**config.mk**
```make
export PLATFORM = sky130hd
export DESIGN_NAME = param_fetch_queue
export DESIGN_NICKNAME = d
export VERILOG_FILES = /design/src/rtl/param_fetch_queue.sv
export SDC_FILE = /design/constraint.sdc
export NUM_CORES = 1
export LEC_CHECK = 0
export ABC_CLOCK_PERIOD_IN_PS = 6140
export BUFFER_PORTS_ARGS = -buffer_cell sky130_fd_sc_hd__buf_2
export CORE_ASPECT_RATIO = 1.2
export CORE_MARGIN = 2
export CORE_UTILIZATION = 35
export DETAILED_ROUTE_END_ITERATION = 6
export PLACE_DENSITY = 0.56
export SETUP_SLACK_MARGIN = 0.2
export SYNTH_ARGS = -nofsm -noshare
export SYNTH_HDL_FRONTEND = slang
export SYNTH_SLANG_ARGS = --single-unit
```
**constraint.sdc**
```tcl
create_clock -name clock -period 6.14 [get_ports clock]
set_input_delay 1.228 -clock clock [delete_from_list [all_inputs] [get_ports clock]]
set_output_delay 1.228 -clock clock [all_outputs]
set_load 0.05 [all_outputs]
```
**src/rtl/param_fetch_queue.sv**
```systemverilog
// Fetch stage: sequential requests to a synchronous imem, PC-tagged DEPTH-entry prefetch queue, flush on redirect.
// Optional FETCH_STATS_EN adds saturating redirect_cnt / bubble_cnt outputs.
module param_fetch_queue #(
  parameter int ADDR_W = 7,
  parameter int DATA_W = 32,
  parameter int DEPTH = 4,
  parameter logic [ADDR_W-1:0] RESET_PC = '0
) (
  input  logic                     clock,
  input  logic                     reset,
  input  logic [1:0]               pc_src,
  input  logic [ADDR_W-1:0]        branch_addr,
  input  logic [ADDR_W-1:0]        jump_addr,
  input  logic [ADDR_W-1:0]        jr_addr,
  input  logic                     pc_write,
  output logic                     imem_req,
  output logic [ADDR_W-1:0]        imem_addr,
  input  logic [DATA_W-1:0]        imem_data,
  output logic                     id_valid,
  input  logic                     id_ready,
  output logic [DATA_W-1:0]        id_instr,
  output logic [ADDR_W-1:0]        id_pc,
  output logic [$clog2(DEPTH):0]   queue_count
`ifdef FETCH_STATS_EN
  ,
  output logic [15:0]              redirect_cnt,
  output logic [15:0]              bubble_cnt
`endif
);

  localparam int PW = $clog2(DEPTH);
  localparam int CW = PW + 1;
  localparam logic [CW:0] CAP = (CW+1)'(DEPTH);
  localparam logic [1:0] SRC_SEQ = 2'b00;

  typedef struct packed {
    logic [DATA_W-1:0] instr;
    logic [ADDR_W-1:0] pc;
  } entry_t;

  entry_t            mem_q [DEPTH];
  logic [ADDR_W-1:0] pc_q, pc_d;
  logic [ADDR_W-1:0] ifpc_q, ifpc_d;
  logic              inflight_q, inflight_d;
  logic [PW-1:0]     rd_ptr_q, rd_ptr_d;
  logic [PW-1:0]     wr_ptr_q, wr_ptr_d;
  logic [CW-1:0]     count_q, count_d;
  logic              redirect;
  logic              push;
  logic              pop;
  logic [ADDR_W-1:0] target;
  logic [CW:0]       occupancy;

  assign redirect = (pc_src != SRC_SEQ);

  always_comb begin
    target = branch_addr;
    case (pc_src)
      2'b10:   target = jump_addr;
      2'b11:   target = jr_addr;
      default: target = branch_addr;
    endcase
  end

  // The outstanding fetch reserves a slot, so a response can always be pushed.
  assign occupancy   = {1'b0, count_q} + {{CW{1'b0}}, inflight_q};
  assign imem_req    = reset & pc_write & ~redirect & (occupancy < CAP);
  assign imem_addr   = pc_q;
  assign id_valid    = (count_q != '0) & ~redirect;
  assign push        = inflight_q & ~redirect;
  assign pop         = id_valid & id_ready;
  assign id_instr    = mem_q[rd_ptr_q].instr;
  assign id_pc       = mem_q[rd_ptr_q].pc;
  assign queue_count = count_q;

  always_comb begin
    pc_d       = pc_q;
    ifpc_d     = ifpc_q;
    inflight_d = 1'b0;
    rd_ptr_d   = rd_ptr_q;
    wr_ptr_d   = wr_ptr_q;
    count_d    = count_q;
    if (redirect) begin
      pc_d     = target;
      rd_ptr_d = '0;
      wr_ptr_d = '0;
      count_d  = '0;
    end else begin
      if (imem_req) begin
        inflight_d = 1'b1;
        ifpc_d     = pc_q;
        pc_d       = pc_q + ADDR_W'(1);
      end
      if (push) wr_ptr_d = wr_ptr_q + PW'(1);
      if (pop)  rd_ptr_d = rd_ptr_q + PW'(1);
      case ({push, pop})
        2'b10:   count_d = count_q + CW'(1);
        2'b01:   count_d = count_q - CW'(1);
        default: count_d = count_q;
      endcase
    end
  end

  always_ff @(posedge clock or negedge reset) begin
    if (!reset) begin
      pc_q       <= RESET_PC;
      ifpc_q     <= '0;
      inflight_q <= 1'b0;
      rd_ptr_q   <= '0;
      wr_ptr_q   <= '0;
      count_q    <= '0;
      for (int i = 0; i < DEPTH; i++) begin
        mem_q[i] <= '0;
      end
    end else begin
      pc_q       <= pc_d;
      ifpc_q     <= ifpc_d;
      inflight_q <= inflight_d;
      rd_ptr_q   <= rd_ptr_d;
      wr_ptr_q   <= wr_ptr_d;
      count_q    <= count_d;
      if (push) begin
        mem_q[wr_ptr_q].instr <= imem_data;
        mem_q[wr_ptr_q].pc    <= ifpc_q;
      end
    end
  end

`ifdef FETCH_STATS_EN
  logic [15:0] redirect_cnt_q;
  logic [15:0] bubble_cnt_q;

  always_ff @(posedge clock or negedge reset) begin
    if (!reset) begin
      redirect_cnt_q <= '0;
      bubble_cnt_q   <= '0;
    end else begin
      if (redirect && (redirect_cnt_q != 16'hFFFF)) redirect_cnt_q <= redirect_cnt_q + 16'd1;
      if (id_ready && !id_valid && (bubble_cnt_q != 16'hFFFF)) bubble_cnt_q <= bubble_cnt_q + 16'd1;
    end
  end

  assign redirect_cnt = redirect_cnt_q;
  assign bubble_cnt   = bubble_cnt_q;
`endif

endmodule
```
Word-level counts from Yosys, hierarchy flattened
Cells that the tools add are included.
Storage, ports and cells
  register bits after elaboration: 178
  latch bits: 0
  memory bits (writable): 0
  memory bits (read-only): 0
  bits of input ports: 59
  output and inout port bits: 51
  logic and storage cells: 65
  memories: 0
Operators by class
  add/subtract/negate cells: 6
  multiply operators: 0
  div/mod/pow operators: 0
  $lt $le $gt $ge: 4
  equal/unequal tests: 4
  shifts and indexed selects: 0
  multiplexer cells: 20
  bitwise gates (word level): 9
  reduce and logical (&&, ||, !) cells: 8
Operators with widths (number)
  156-bit bitwise mux: 2
  39-bit demux with 2-bit select: 2
  39-bit 2-to-1 mux: 3
  39-bit binary-select mux with 2-bit select: 1
  7-bit 2-to-1 mux: 3
  7-bit one-hot mux with 2 select lines: 1
  2-bit 2-to-1 mux: 4
  2-bit nonzero test: 4
  7-bit by 1-bit adder with 7-bit output, second input constant: 1
  1-bit bitwise AND: 6
  2-bit == test, second input constant: 3
  3-bit >= comparator, second input constant: 2
  2-bit inverter with 3-bit output: 2
  3-bit one-hot mux with 2 select lines: 1
  3-bit nonzero test: 2
  2-bit by 1-bit adder with 2-bit output, second input constant: 2
  3-bit by 1-bit adder with 4-bit output: 1
  4-bit by 3-bit less-than comparator with 1-bit output, second input constant: 1
  3-bit by 1-bit adder with 3-bit output, second input constant: 1
  3-bit by 1-bit less-than comparator with 1-bit output, second input constant: 1
  3-bit 2-to-1 mux: 1
  3-bit by 1-bit subtractor with 3-bit output, second input constant: 1
  2-bit by 1-bit == test with 1-bit output, second input constant: 1
  1-bit 2-to-1 mux: 2
  3 further kinds: 3

Depth between registers and ports, before layout
  word-level depth: 7
  mapped depth: 10
  mapped depth without buffers: 8

Worst setup path after synthesis
No wires, ideal clock.
  kind: input to output
  from: in pc_src[1]
  to: out imem_req
  data arrival time: 2.564 ns
  required time: 4.912 ns
  slack: 2.348 ns
  cell stages on the path: 4
  path buffers: 2
  cell sequence: buf_6 or2_1 buf_6 nor4_4
Between the ends
  word-level cells in the longest chain between the ends: 4
RTL lines
  start: declaration: RTL line 11  | input logic [1:0] pc_src,
  2-bit nonzero test: RTL line 54  | assign redirect = (pc_src != SRC_SEQ);
  1-bit inverter (no line)
  1-bit bitwise AND (2 in series): RTL line 67  | assign imem_req = reset & pc_write & ~redirect & (occupancy < CAP);
  end: declaration: RTL line 16  | output logic imem_req,
Every way passes these cells.

Worst setup path in the final report
  from: in pc_src[0]
  to: out imem_req
Same word-level chain as after synthesis.

==> results by group <==
Final layout
  • # diodes: 0
  • Post-Layout Inst Area: 9413 sq um
  • Net count, final: 659
  • Commonest cells after routing, fill and taps aside: 176 x dfrtp_1, 164 x mux2_2, 108 x buf_2
  • Area Overhead vs Synth: 17.22%
  • Layout cells sized above 1: 0.6030
  • Commonest non-fill, non-tap cell in the layout: dfrtp_1

Power and ir drop
  • Worst VDD drop: 0.1394 mV
  • Pwr per Cell Area: 309.3 nW/um^2
  • Leakage power: 0.004502 uW

Floorplan
  • Chip width: 142.3 um
  • Die area: 24180 sq um
  • Chip height: 169.9 um
  • Top Ports: 110
  • Core area: 22450 sq um
  • Initial Util: 0.3577
  • Rows: 60

Worst setup path
  • Crit Path Max Fanout: 10
  • Max incr delay on CP: 0.62 ns
  • R2R Setup Slk: 3.76 ns
  • WP data arrival: 2.80 ns
  • Worst Setup End Kind: primary output
  • Worst R2R Path Depth: 3
  • CP delay by family, top: simple AND/OR/NAND/NOR gates
  • Crit-path most repeated cell: buf_2
  • Worst path cell trace: buf_2, or2_1, nor4_4, buf_2
  • CP Class: primary input to primary output
  • Worst EP required: 4.91 ns
  • Slowest CP cell: nor4_4
  • Cell count along the critical path: 4
  • CP Buf/Inv Count: 2
  • Worst setup SP type: primary input

Timing
  • Fmax: 248.2 MHz
  • Unrepaired setup endpoints after global routing: false
  • Hold Violations, Final: 0
  • Skew final: 0.009611 ns
  • Rel. slew slack: 0.2149
  • Tcrit/Tclk final: 0.6561
  • Min cycle time layout: 4.029 ns
  • Setup_tns: 0 ns
  • Actual slew at the worst max-slew pin: 1.178 ns
  • Worst setup margin: 2.111 ns
  • Final setup fails: 0
  • Max-slew violation count: 0

Logic synthesis
  • Synthesized cell area: 8030 sq um
  • Count of flip-flops with a built-in enable after synthesis: 0
  • Synth Warn #: 0
  • Ys async rst share: 1.000
  • Post-Syn Nets: 557
  • Post-Syn Area per Cell: 16.32 sq um
  • Primary FF master, synth: dfrtp_1
  • Post-Synthesis Cells: 492
  • Seq/Total Area, Yosys: 0.5547
  • Yosys reg bits: 178
  • Yosys cell types: 37

Placed design
  • Area after DPL: 8811 sq um
  • Routability cong.: 0.7020
  • Setup WS pre-CTS: 2.100 ns
  • DP HPWL: 10.80 mm
  • Port-buffer cells: 109

Drt
  • DRT Wirelength: 17.09 mm
  • DR DRC count: 0
  • 1st-pass router iterations: 4
  • Vias/cell: 5.270
  • Routed vias: 4669
  • Routed Antenna Nets: 0
  • Wire per inst: 19.29 um
  • Iter 0 DRT Violations: 177

CTS
  • Number of H-tree levels: 4
  • Clock Path Buffers: 2
  • Post-CTS resize count: 0
  • Worst-path clk slew: 0.06 ns
  • Skew-Pair Late Insertion Delay: 0.43 ns
  • Setup bufs post-CTS: 0
  • Clock tree from TritonCTS: built
  • CTS Buf Count: 17
  • Clock Tree Root: clkbuf_16
  • Clock Sink Count: 178
  • Hold Buf Count CTS: 0

GRT
  • Largest net degree at the start of global routing: 83
  • Initial antenna violation count: 0
  • Number of global-route vias before repair: 5257
  • Tot GR Track Use: 0.1504
  • Global route overflow: 0
  • First-pass GRT wire length: 27.95 mm

Worst hold path
  • Hold depth: 1
  • Worst hold path class: flip-flop to flip-flop

Outcome
  • Status: complete, no violations

Job
  • Max-cap violation count: 0
## area by class of cell
type / instances / area [sq um]
clock buffer: 19 / 452.9
fill: 2038 / 13030
sequential: 178 / 4459
tap: 279 / 349.1
clock inverter: 13 / 148.9
multi-input combinational: 279 / 3391
timing repair buffer: 116 / 604.3
inverter: 2 / 7.507
## registers in the layout (all words and copies together), names as in the netlist
signal and flops:
ifpc_q 7, imem_addr 7, inflight_q 1, mem_q 156, queue_count 3, rd_ptr_q 2, wr_ptr_q 2
## kinds of logic after synthesis
kind of cell / count (synthesis) / share of synthesized area
flip-flops: 178 / 0.5547
AND/OR/NAND/NOR: 42 / 0.03163
multiplexers: 214 / 0.3640
adder cells (fa/ha/maj): 6 / 0.01028
AO/OA/AOI/OAI: 13 / 0.01137
XOR/XNOR: 4 / 0.004364
buffers and inverters: 35 / 0.02368
## cells in the mapped netlist (2+ instances only)
| master | count | area [sq um] |
|---|---|---|
| nand3_1 | 5 | 25.02 |
| mux2i_1 | 4 | 40.04 |
| o311a_1 | 2 | 20.02 |
| buf_1 | 5 | 18.77 |
| nand4b_1 | 2 | 17.52 |
| nor4b_1 | 2 | 17.52 |
| and2_1 | 2 | 12.51 |
| clkbuf_1 | 4 | 15.01 |
| buf_6 | 3 | 33.78 |
| nor2_1 | 7 | 26.28 |
| a21o_1 | 2 | 15.01 |
| a21oi_1 | 2 | 10.01 |
| nand2_1 | 4 | 15.01 |
| o21ai_0 | 3 | 15.01 |
| nor3_1 | 3 | 15.01 |
| mux2_2 | 164 | 1847 |
| inv_1 | 2 | 7.510 |
| dfrtp_1 | 178 | 4454 |
| xnor2_1 | 2 | 17.52 |
| mux4_2 | 46 | 1036 |
| a41oi_1 | 2 | 17.52 |
| buf_2 | 17 | 85.08 |
| ha_1 | 5 | 62.56 |
| buf_4 | 4 | 30.03 |
| xor2_1 | 2 | 17.52 |
| and3_1 | 7 | 43.79 |
| nand4_1 | 3 | 18.77 |
## report_power, final
| group | leakage [uW] | internal (uW) | switching [uW] | total, uW |
|---|---|---|---|---|
| Clock | 0.000298 | 629 | 468 | 1100 |
| Combinational | 0.00179 | 178 | 329 | 507 |
| Sequential | 0.00241 | 1250 | 57.4 | 1310 |
## final timing paths
path | from | endpoint
setup / recovery | pc_src[0] | imem_req
hold / removal | mem_q[39] | mem_q[39]
setup reg to reg | inflight_q | mem_q[71]
hold reg to reg | mem_q[39] | mem_q[39]
max in group asynchronous | reset | rd_ptr_q[0]
min in group asynchronous | reset | mem_q[34]
## metrics by stage
stage,hold WS [ns],util,instances,total power (uW)
after floorplan,0.4751,-,492,1690
after global placement,0.4833,0.3925,854,1827
after detailed placement,0.4907,0.3925,854,1845
after CTS,0.5062,0.4193,886,2959
after global routing,0.5133,0.4193,886,3041
final,0.5017,0.4193,886,2911
## per-layer routing
layer  share of wire  track usage
met1            0.42       0.1808
met2            0.52       0.2617
met3           0.043      0.03573
met4           0.016      0.05652
met5               0            0
(Power assumes the default switching activity.)
